<file path="src/rtl/road_merge_arbiter.sv">
// Four-plane road merger: one FIFO per plane, round-robin drain into a registered
// valid/ready output tagged with the source plane, plus an end-of-run drain sequence.
module road_fifo #(
  parameter int DATA_W  = 30,
  parameter int FIFO_AW = 3
) (
  input  logic              clk,
  input  logic              rst,
  input  logic              push,
  input  logic [DATA_W-1:0] din,
  input  logic              pop,
  output logic [DATA_W-1:0] dout,
  output logic              empty,
  output logic              drop
);
  localparam int DEPTH = 2**FIFO_AW;

  logic [DATA_W-1:0]  mem [DEPTH];
  logic [FIFO_AW-1:0] wp, rp;
  logic [FIFO_AW:0]   cnt;
  logic               full, wr;

  assign full  = (cnt == (FIFO_AW+1)'(DEPTH));
  assign empty = (cnt == '0);
  // a full FIFO still takes the word when it is being popped this cycle
  assign wr    = push && (!full || pop);
  assign drop  = push && !wr;
  assign dout  = mem[rp];

  always_ff @(posedge clk)
    if (wr) mem[wp] <= din;

  always_ff @(posedge clk or posedge rst) begin
    if (rst) begin
      wp  <= '0;
      rp  <= '0;
      cnt <= '0;
    end else begin
      if (wr)  wp <= wp + 1'b1;
      if (pop) rp <= rp + 1'b1;
      case ({wr, pop})
        2'b10:   cnt <= cnt + 1'b1;
        2'b01:   cnt <= cnt - 1'b1;
        default: ;
      endcase
    end
  end
endmodule

module road_merge_arbiter #(
  parameter int DATA_W  = 30,
  parameter int FIFO_AW = 3
) (
  input  logic              clk,
  input  logic              rst,
  input  logic [DATA_W-1:0] p0_road_data,
  input  logic [DATA_W-1:0] p1_road_data,
  input  logic [DATA_W-1:0] p2_road_data,
  input  logic [DATA_W-1:0] p3_road_data,
  input  logic              p0_road_dv,
  input  logic              p1_road_dv,
  input  logic              p2_road_dv,
  input  logic              p3_road_dv,
  input  logic              eor,
  output logic [DATA_W+1:0] out_data,
  output logic              out_valid,
  input  logic              out_ready,
  output logic              eor_done,
  output logic              busy,
  output logic [3:0]        ovf,
  output logic [15:0]       drop_cnt
);
  localparam int NUM_LANES = 4;

  typedef enum logic [1:0] {RUN, DRAIN, DONE} state_t;

  logic [NUM_LANES-1:0]             dv, empty, drop, pop;
  logic [NUM_LANES-1:0][DATA_W-1:0] din, dout;
  logic [1:0]  last_grant, gnt, idx;
  logic        gnt_vld, load, drain_ok, eor_q;
  logic [2:0]  drop_sum;
  logic [16:0] drop_nxt;
  state_t      state;

  assign dv  = {p3_road_dv, p2_road_dv, p1_road_dv, p0_road_dv};
  assign din = {p3_road_data, p2_road_data, p1_road_data, p0_road_data};

  for (genvar i = 0; i < NUM_LANES; i++) begin : g_lane
    road_fifo #(.DATA_W(DATA_W), .FIFO_AW(FIFO_AW)) u_fifo (
      .clk  (clk),
      .rst  (rst),
      .push (dv[i]),
      .din  (din[i]),
      .pop  (pop[i]),
      .dout (dout[i]),
      .empty(empty[i]),
      .drop (drop[i])
    );
  end

  // search starts just after the last winner, so the winner ends up lowest priority
  always_comb begin
    gnt     = last_grant;
    gnt_vld = 1'b0;
    idx     = '0;
    for (int k = 1; k <= NUM_LANES; k++) begin
      idx = last_grant + 2'(k);
      if (!gnt_vld && !empty[idx]) begin
        gnt_vld = 1'b1;
        gnt     = idx;
      end
    end
  end

  assign load = !out_valid || out_ready;
  assign pop  = (load && gnt_vld) ? (NUM_LANES'(1) << gnt) : '0;

  always_ff @(posedge clk or posedge rst) begin
    if (rst) begin
      out_valid  <= 1'b0;
      out_data   <= '0;
      last_grant <= 2'd3;
    end else if (load) begin
      out_valid <= gnt_vld;
      if (gnt_vld) begin
        out_data   <= {gnt, dout[gnt]};
        last_grant <= gnt;
      end
    end
  end

  always_comb begin
    drop_sum = '0;
    for (int i = 0; i < NUM_LANES; i++) drop_sum = drop_sum + 3'(drop[i]);
  end
  assign drop_nxt = {1'b0, drop_cnt} + 17'(drop_sum);

  always_ff @(posedge clk or posedge rst) begin
    if (rst) begin
      ovf      <= '0;
      drop_cnt <= '0;
    end else begin
      ovf      <= ovf | drop;
      drop_cnt <= drop_nxt[16] ? 16'hFFFF : drop_nxt[15:0];
    end
  end

  // nothing buffered, nothing left in the output register, nothing arriving
  assign drain_ok = (&empty) && (!out_valid || out_ready) && !(|dv);

  always_ff @(posedge clk or posedge rst) begin
    if (rst) begin
      state    <= RUN;
      eor_q    <= 1'b0;
      busy     <= 1'b0;
      eor_done <= 1'b0;
    end else begin
      eor_q    <= eor;
      eor_done <= 1'b0;
      case (state)
        RUN: if (eor && !eor_q) begin
          state <= DRAIN;
          busy  <= 1'b1;
        end
        DRAIN: if (drain_ok) begin
          state    <= DONE;
          eor_done <= 1'b1;
        end
        default: begin
          state <= RUN;
          busy  <= 1'b0;
        end
      endcase
    end
  end
endmodule

</file>
<file path="config.mk">
export PLATFORM = sky130hd
export DESIGN_NAME = road_merge_arbiter
export DESIGN_NICKNAME = d
export VERILOG_FILES = /design/src/rtl/road_merge_arbiter.sv
export SDC_FILE = /design/constraint.sdc
export NUM_CORES = 1
export LEC_CHECK = 0
export CELL_PAD_IN_SITES_DETAIL_PLACEMENT = 2
export CELL_PAD_IN_SITES_GLOBAL_PLACEMENT = 2
export CORE_MARGIN = 2
export CORE_UTILIZATION = 40
export CTS_CLUSTER_SIZE = 12
export DETAILED_ROUTE_END_ITERATION = 7
export PLACE_DENSITY = 0.68
export SYNTH_ARGS = -nofsm -noshare
export SYNTH_HDL_FRONTEND = slang
export SYNTH_SLANG_ARGS = --single-unit
</file>
<file path="constraint.sdc">
create_clock -name clk -period 7.6 [get_ports clk]
set_clock_uncertainty 0.05 [all_clocks]
set_input_delay 1.14 -clock clk [delete_from_list [all_inputs] [get_ports clk]]
set_output_delay 1.14 -clock clk [all_outputs]
set_load 0.02 [all_outputs]
</file>
==> Word level (Yosys, flattened, before mapping) <==
Memory sizes are Yosys's and may differ from the RTL's.
Cells that the tools add are included.
{ "totals": {"reg_bits": 100, "mem_bits_rw": 960, "inputBits": 128, "output_inout_bits": 55, "word_cells": 160, "mem_count": 4} }
{ "mem_list": {"columns": ["name", "depth", "word_bits", "rd", "rd_ports_with_merged_regs", "write_ports", "line_no", "source"], "rows": [
  ["g_lane[0].u_fifo.mem", 8, 30, 1, 0, 1, "18", "logic [DATA_W-1:0] mem [DEPTH];"],
  ["g_lane[1].u_fifo.mem", 8, 30, 1, 0, 1, "18", null],
  ["g_lane[2].u_fifo.mem", 8, 30, 1, 0, 1, "18", null],
  ["g_lane[3].u_fifo.mem", 8, 30, 1, 0, 1, "18", null]
]} }
{ "op_classes": {"add_sub_neg": 23, "order_cmp": 5, "eq_ne": 15, "n_shift": 1, "muxes": 39, "bitwise_logic": 2, "reduce_logical": 50} }
{ "ops": {"columns": ["cell", "n"], "rows": [
  ["30-bit binary-select mux with 2-bit select", 1],
  ["4-bit one-hot mux with 2 select lines", 4],
  ["30-bit two-way mux", 1],
  ["3-bit by 1-bit adder with 3-bit output (second input constant)", 8],
  ["1-bit two-way mux", 19],
  ["16-bit by 3-bit adder with 17-bit output", 1],
  ["4-bit by 1-bit adder with 4-bit output (second input constant)", 4],
  ["4-bit == test (second input constant)", 4],
  ["1-bit zero test", 16],
  ["4-bit zero test", 4],
  ["16-bit two-way mux", 1],
  ["4-bit by 1-bit subtractor with 4-bit output (second input constant)", 4],
  ["1-bit logical AND", 15],
  ["2-bit by 3-bit < comparator with 1-bit output (second input constant)", 5],
  ["2-bit two-way mux", 6],
  ["2-bit by 1-bit == test with 1-bit output (second input constant)", 5],
  ["1-bit binary-select mux with 2-bit select", 4],
  ["2-bit == test (second input constant)", 4],
  ["2-bit nonzero test", 4],
  ["2-bit AND reduction", 3],
  ["1-bit logical OR", 5],
  ["2-bit adder (second input constant)", 2],
  ["4-bit two-way mux", 1],
  ["2-bit != test (second input constant)", 2],
  ["other kinds (12)", 12]
]} }

==> Depth between registers and ports, before layout <==
{ "depth": {"ltp_word": 23, "ltp_mapped": 15, "depth_no_buf": 13} }

==> Cells and area by module <==
Synthesis repeated with hierarchy kept, for this count alone.
{ "hier_totals": {"hier_cells": 1958, "area_unflattened_um2": 41802.6} }
{ "by_module_without_submodules": {"columns": ["mod", "n_inst", "cells_per_inst", "area_each_um2", "seq_area_each_um2"], "rows": [
  ["road_fifo at g_lane[1].u_fifo ...", 3, 412, 9631.7, 7457.2],
  ["road_fifo at g_lane[0].u_fifo", 1, 412, 9630.5, 7457.2],
  ["road_merge_arbiter", 1, 310, 3276.9, 1503.9]
]} }

==> Worst setup path after synthesis <==
OpenSTA, ideal clock, no wires.
{ "synth_path": {"kind": "input port to flip-flop", "start": "input out_ready", "end": "memory g_lane[0].u_fifo.mem[0][0] (enable)", "setup_time_ps": 492, "arrival_time_ps": 4982, "required_time_ps": 7058, "setup_slack_ps": 2075, "stages": 6, "path_buffers": 1, "path_cell_list": "nor2b_1 > o21bai_1 > buf_2 > a211oi_4 > o21ai_2 > nor4_1"} }
{ "synth_via": {"elab_chain_len": 7} }
{ "synth_rtl": {"columns": ["item", "line_no", "source"], "rows": [
  ["start, declared", "67", "input logic out_ready,"],
  ["1-bit logical OR", "115", "assign load = !out_valid || out_ready;"],
  ["1-bit logical AND", "116", "assign pop = (load && gnt_vld) ? (NUM_LANES'(1) << gnt) : '0;"],
  ["4-bit two-way mux", "116", null],
  ["named net g_lane[0].u_fifo.pop", "11", "input logic pop,"],
  ["1-bit logical OR", "26", "assign wr = push && (!full || pop);"],
  ["1-bit logical AND", "26", null],
  ["1-bit two-way mux", "31", "if (wr) mem[wp] <= din;"],
  ["1-bit two-way mux (not written as such)", "31", null],
  ["end, declared", "18", null]
]} }
The timed path passes the listed nets, and every way through them passes these cells.

==> Worst setup path in the final report <==
{ "layout_path": {"start": "register g_lane[0].u_fifo.cnt[2]", "end": "register drop_cnt[8]"} }
{ "layout_via": {"elab_chain_len": 23, "elab_cells_between_ends": 51, "cone_classes": "add/sub: 4; eq/ne: 1; shift: 1; mux: 18; reduce/logical: 27"} }
{ "layout_rtl": {"columns": ["item", "line_no", "source"], "rows": [
  ["start, declared", "20", "logic [FIFO_AW:0] cnt;"],
  ["start signal, assigned", "42", "2'b10: cnt <= cnt + 1'b1;"],
  ["start signal, assigned", "43", "2'b01: cnt <= cnt - 1'b1;"],
  ["4-bit zero test", "24", "assign empty = (cnt == '0);"],
  ["1-bit binary-select mux with 2-bit select", "108", "if (!gnt_vld && !empty[idx]) begin"],
  ["1-bit two-way mux (not written as such)", "108", null],
  ["1-bit zero test", "108", null],
  ["1-bit logical AND", "108", null],
  ["1-bit two-way mux", "108", null],
  ["1-bit zero test", "108", null],
  ["1-bit logical AND", "108", null],
  ["(+7 left out)", null, null],
  ["1-bit logical AND", "26", null],
  ["1-bit zero test", "27", "assign drop = push && !wr;"],
  ["1-bit logical AND", "27", null],
  ["1-bit by 1-bit adder with 2-bit output", "134", "for (int i = 0; i < NUM_LANES; i++) drop_sum = drop_sum + 3'(drop[i]);"],
  ["2-bit by 1-bit adder with 3-bit output", "134", null],
  ["3-bit by 1-bit adder with 3-bit output (*)", "134", null],
  ["16-bit by 3-bit adder with 17-bit output (*)", "136", "assign drop_nxt = {1'b0, drop_cnt} + 17'(drop_sum);"],
  ["16-bit two-way mux (*)", "144", "drop_cnt <= drop_nxt[16] ? 16'hFFFF : drop_nxt[15:0];"],
  ["end signal, assigned", "144", null],
  ["end, declared", "71", "output logic [15:0] drop_cnt"]
]} }
Mark *: on every way between the ends. The rest lies on a longest branch, timed or not. The select of a mux whose other input is x is not followed.
A chain may end at the register's enable or synchronous reset.

==> impl_results.md <==
- Status: completed
- First-pass GRT wire length: 171,000 um
- Die Area: 107,000 um^2
- Io pins: around 180
- Via density: 5.59
- Max Fclk: around 0.18 GHz
- First drt pass iteration count: 4
- Synth Warn #: 0
- Synthesis-stage register bit count: approximately 1,100
- PwrDens: 410 nW/um^2
- Die Y: 326 um
- Layout cells sized above 1: 24.2%
- Synth area leaders: edfxtp_1 69%, mux4_2 13%, dfrtp_1 5.9%, mux2_2 1.7%, mux2i_1 1.5%
- Reg2reg setup slack: 2.13 ns
- Sequential share of power: around two fifths
- Via count: 20,800
- Ys async rst share: 9.43%
- Initial Util: 40.3%
- CP Data Required Time: 8.08 ns
- Footprint of the multi-input gates: 9960 um^2
- Antenna-violating nets left: 0
- Setup-failing EPs final: 0
- CP peak stage delay: around 0.67 ns
- Clock latency on the worst-skew pair: 0.71 ns
- Top cell type's share of synthesized area: between 60% and 70%
- Finished Layout Cells: 3,715
- CTS resizes: 0
- Crit-path cells: nor4_1, a21boi_1, o21a_2, buf_4, o41ai_4, nor2_1, fa_1, fa_1, fa_1, and4_1, and2_1, nand4_1, o21ai_0
- Post-placement worst setup slack: about 2.0 ns
- Cts hold-fix bufs: 0
- CTS buffer count: 112
- Clock power share: 26.4%
- Final WS setup: 2.13 ns
- Post-synthesis sequential area ratio: 75.3%
- Maximum vdd ir drop: around 0.38 mV
- HP Start: ovf[1]
- EDFF count, synth: 960
- Ratio of final minimum period to clock period: 71.9%
- Iteration-0 DRC Markers: 1,864
- Rel. slew slack: 33.3%
- CTS Buffer Depth: 3
- CP endpoint kind: register
- Post-synthesis cell type count: 58
- Pin count of the biggest net entering global routing: 65
- CTS sink cnt: 1,060
- Postcts setup bufs: 0
- Int Pwr: 13.1 mW
- Syn_area_per_cell: approximately 21 um^2
- Fill count: 9,233
- Total track usage: 22.1%
- Dpl hpwl: 71,600 um
- Bufs and invs on worst path: 1
- Critical path's slowest cell: nor4_1
- CP Launch Type: register
- Commonest non-fill, non-tap cells in the layout: 960 x edfxtp_1, 240 x mux4_2, 182 x clkdlybuf4s50_1, 112 x clkbuf_16, 88 x dfrtp_1
- Setup TNS Final: 0 ns
- GP Congestion: 0.781
- CP most frequent cell: fa_1
- Global route total overflow: 0
- CTS tree: yes
- Area Growth Syn to Fin: 17.3%
- Worst path top cell family by delay: simple AND/OR/NAND/NOR gates
- WP depth: 13
- Syn nets: 2,155
- CTS root buffer: clkbuf_16
- Least-Margin Pin Slew: 1.00 ns
- Max_cap viols: 0
- Dpl cells: 3,502
- RR Startpoint: g_lane[0].u_fifo.cnt[2]
- Final min period: 5.47 ns
- Peak fanout along the critical path: 64
- Worst r2r dst: drop_cnt[8]
- Top cell type by total area after synthesis: edfxtp_1
- Width of the chip: around 330 um
- Critical path origin: g_lane[0].u_fifo.cnt[2]
- Ys flop type: edfxtp_1
- H-tree depth: 3
- WL final: ~120,000 um
- Initial antenna violation count: 17
- Max-slew violation count: 0
- Core area: 103,000 um^2
- Post-Syn Instances: between 1,500 and 2,000
- Area of the mapped netlist: 41,600 um^2
- Vias in the first global route: 23,500
- Final hold vios: 0
- DRC: 0
- Arrival time worst endpoint: 5.95 ns
- Net Sw Frac: 34.7%
- Setup crit end: drop_cnt[8]
- Worst Hold Class: reg -> reg
- IO buf count: 182
- Comb pwr share: 32.5%
- RSZ-0062 raised after global routing: no
- Drt wl/cell: 31.5 um
- Worst-path clk slew: 0.06 ns
- Register area: 31,400 um^2
- Reg2reg path depth: 13
- CP Class: reg -> reg
- Nets: 2,392
- FP Rows: 118
- Leakage: 15.7 nW
- Commonest non-fill, non-tap cell in the layout: edfxtp_1
- Switching pwr: 6.93 mW
-- power by group through the flow --
| stage | combinational (mW) | sequential (mW) | clock [mW] |
|---|---|---|---|
| global placement | 6.30 | 8.20 | 0 |
| detailed placement | 6.55 | 8.33 | 0 |
| finish | 6.48 | 8.21 | 5.28 |
| global route | 6.88 | 8.33 | 5.59 |
| floorplan | 4.06 | 7.94 | 0 |
| CTS | 6.61 | 8.23 | 5.40 |
-- final cells by class --
| type | instances | share of cell area (%) |
|---|---|---|
| Timing Repair Buffer | 232 | 4.50 |
| Tap cell | 1380 | 3.54 |
| Multi-Input combinational cell | 815 | 20.4 |
| Inverter | 15 | 0.121 |
| Antenna cell | 3 | 0.0154 |
| Clock inverter | 45 | 0.841 |
| Sequential cell | 1060 | 64.3 |
| Clock buffer | 165 | 6.28 |
-- how the worst min path moves through the flow --
stage              to  slack, ns  cells past startpoint
3_5_place_dp   ovf[2]       0.41                      1
6_report       ovf[1]       0.42                      1
2_1_floorplan    busy       0.40                      1
5_1_grt        ovf[2]       0.46                      1
4_1_cts        ovf[1]       0.42                      1
3_3_place_gp   ovf[3]       0.40                      1
-- flip-flops by register name (all words and copies together), names as in the netlist, 2 cells and up --
signal,count
g_lane.u_fifo.rp,12
last_grant,2
g_lane.u_fifo.mem,960
state,2
g_lane.u_fifo.wp,12
ovf,4
out_data,32
drop_cnt,16
g_lane.u_fifo.cnt,16
-- worst reg2reg max path, cell delays in order (launching register included) --
cell,delay (ns)
dfrtp_1,0.42
nor4_1,0.67
a21boi_1,0.21
o21a_2,0.25
buf_4,0.34
o41ai_4,0.61
nor2_1,0.19
fa_1,0.51
fa_1,0.43
fa_1,0.52
and4_1,0.23
and2_1,0.23
nand4_1,0.45
o21ai_0,0.20
-- per-layer routing --
| layer | global-route usage, % | up-vias | share of wire (%) |
|---|---|---|---|
| li1 | - | 8740 | - |
| met4 | 5.71 | 22 | 2.0 |
| met3 | 3.96 | 152 | 5.2 |
| met1 | 30.3 | 11300 | 43 |
| met5 | 0 | - | 0.13 |
| met2 | 36.8 | 521 | 50 |
-- cell families after synthesis --
| group | Yosys count | synth area share [%] |
|---|---|---|
| AND/OR/NAND/NOR | 181 | 2.16 |
| adder cells (fa/ha/maj) | 28 | 0.968 |
| XOR/XNOR | 42 | 0.884 |
| AO/OA/AOI/OAI | 192 | 3.14 |
| flip-flops | 1060 | 75.3 |
| buffers and inverters | 124 | 1.14 |
| multiplexers | 372 | 16.4 |
-- stage by stage --
step	instance area (um^2)	power, mW	util, %	hold slack (ns)
floorplan	41600	12.0	-	0.397
global placement	45300	14.5	43.8	0.405
detailed placement	45300	14.9	43.8	0.408
CTS	48800	20.2	47.2	0.422
global route	48800	20.8	47.2	0.461
finish	48800	20.0	47.2	0.421
-- Yosys cell counts (6+ instances only) --
master,number
edfxtp_1,960
mux4_2,240
dfrtp_1,98
clkbuf_1,79
o21ai_0,67
mux2_2,64
mux2i_1,64
nor2_1,63
o211ai_1,63
nand2_1,35
a31oi_1,33
buf_1,27
xnor2_1,24
ha_1,21
nor3_1,18
xor2_1,18
inv_1,15
nand3_1,10
nand2b_1,9
fa_1,7
a21oi_1,6
and3_1,6
nor3b_1,6
nor4_1,6
Note: power is estimated with default switching activity, not from simulation.
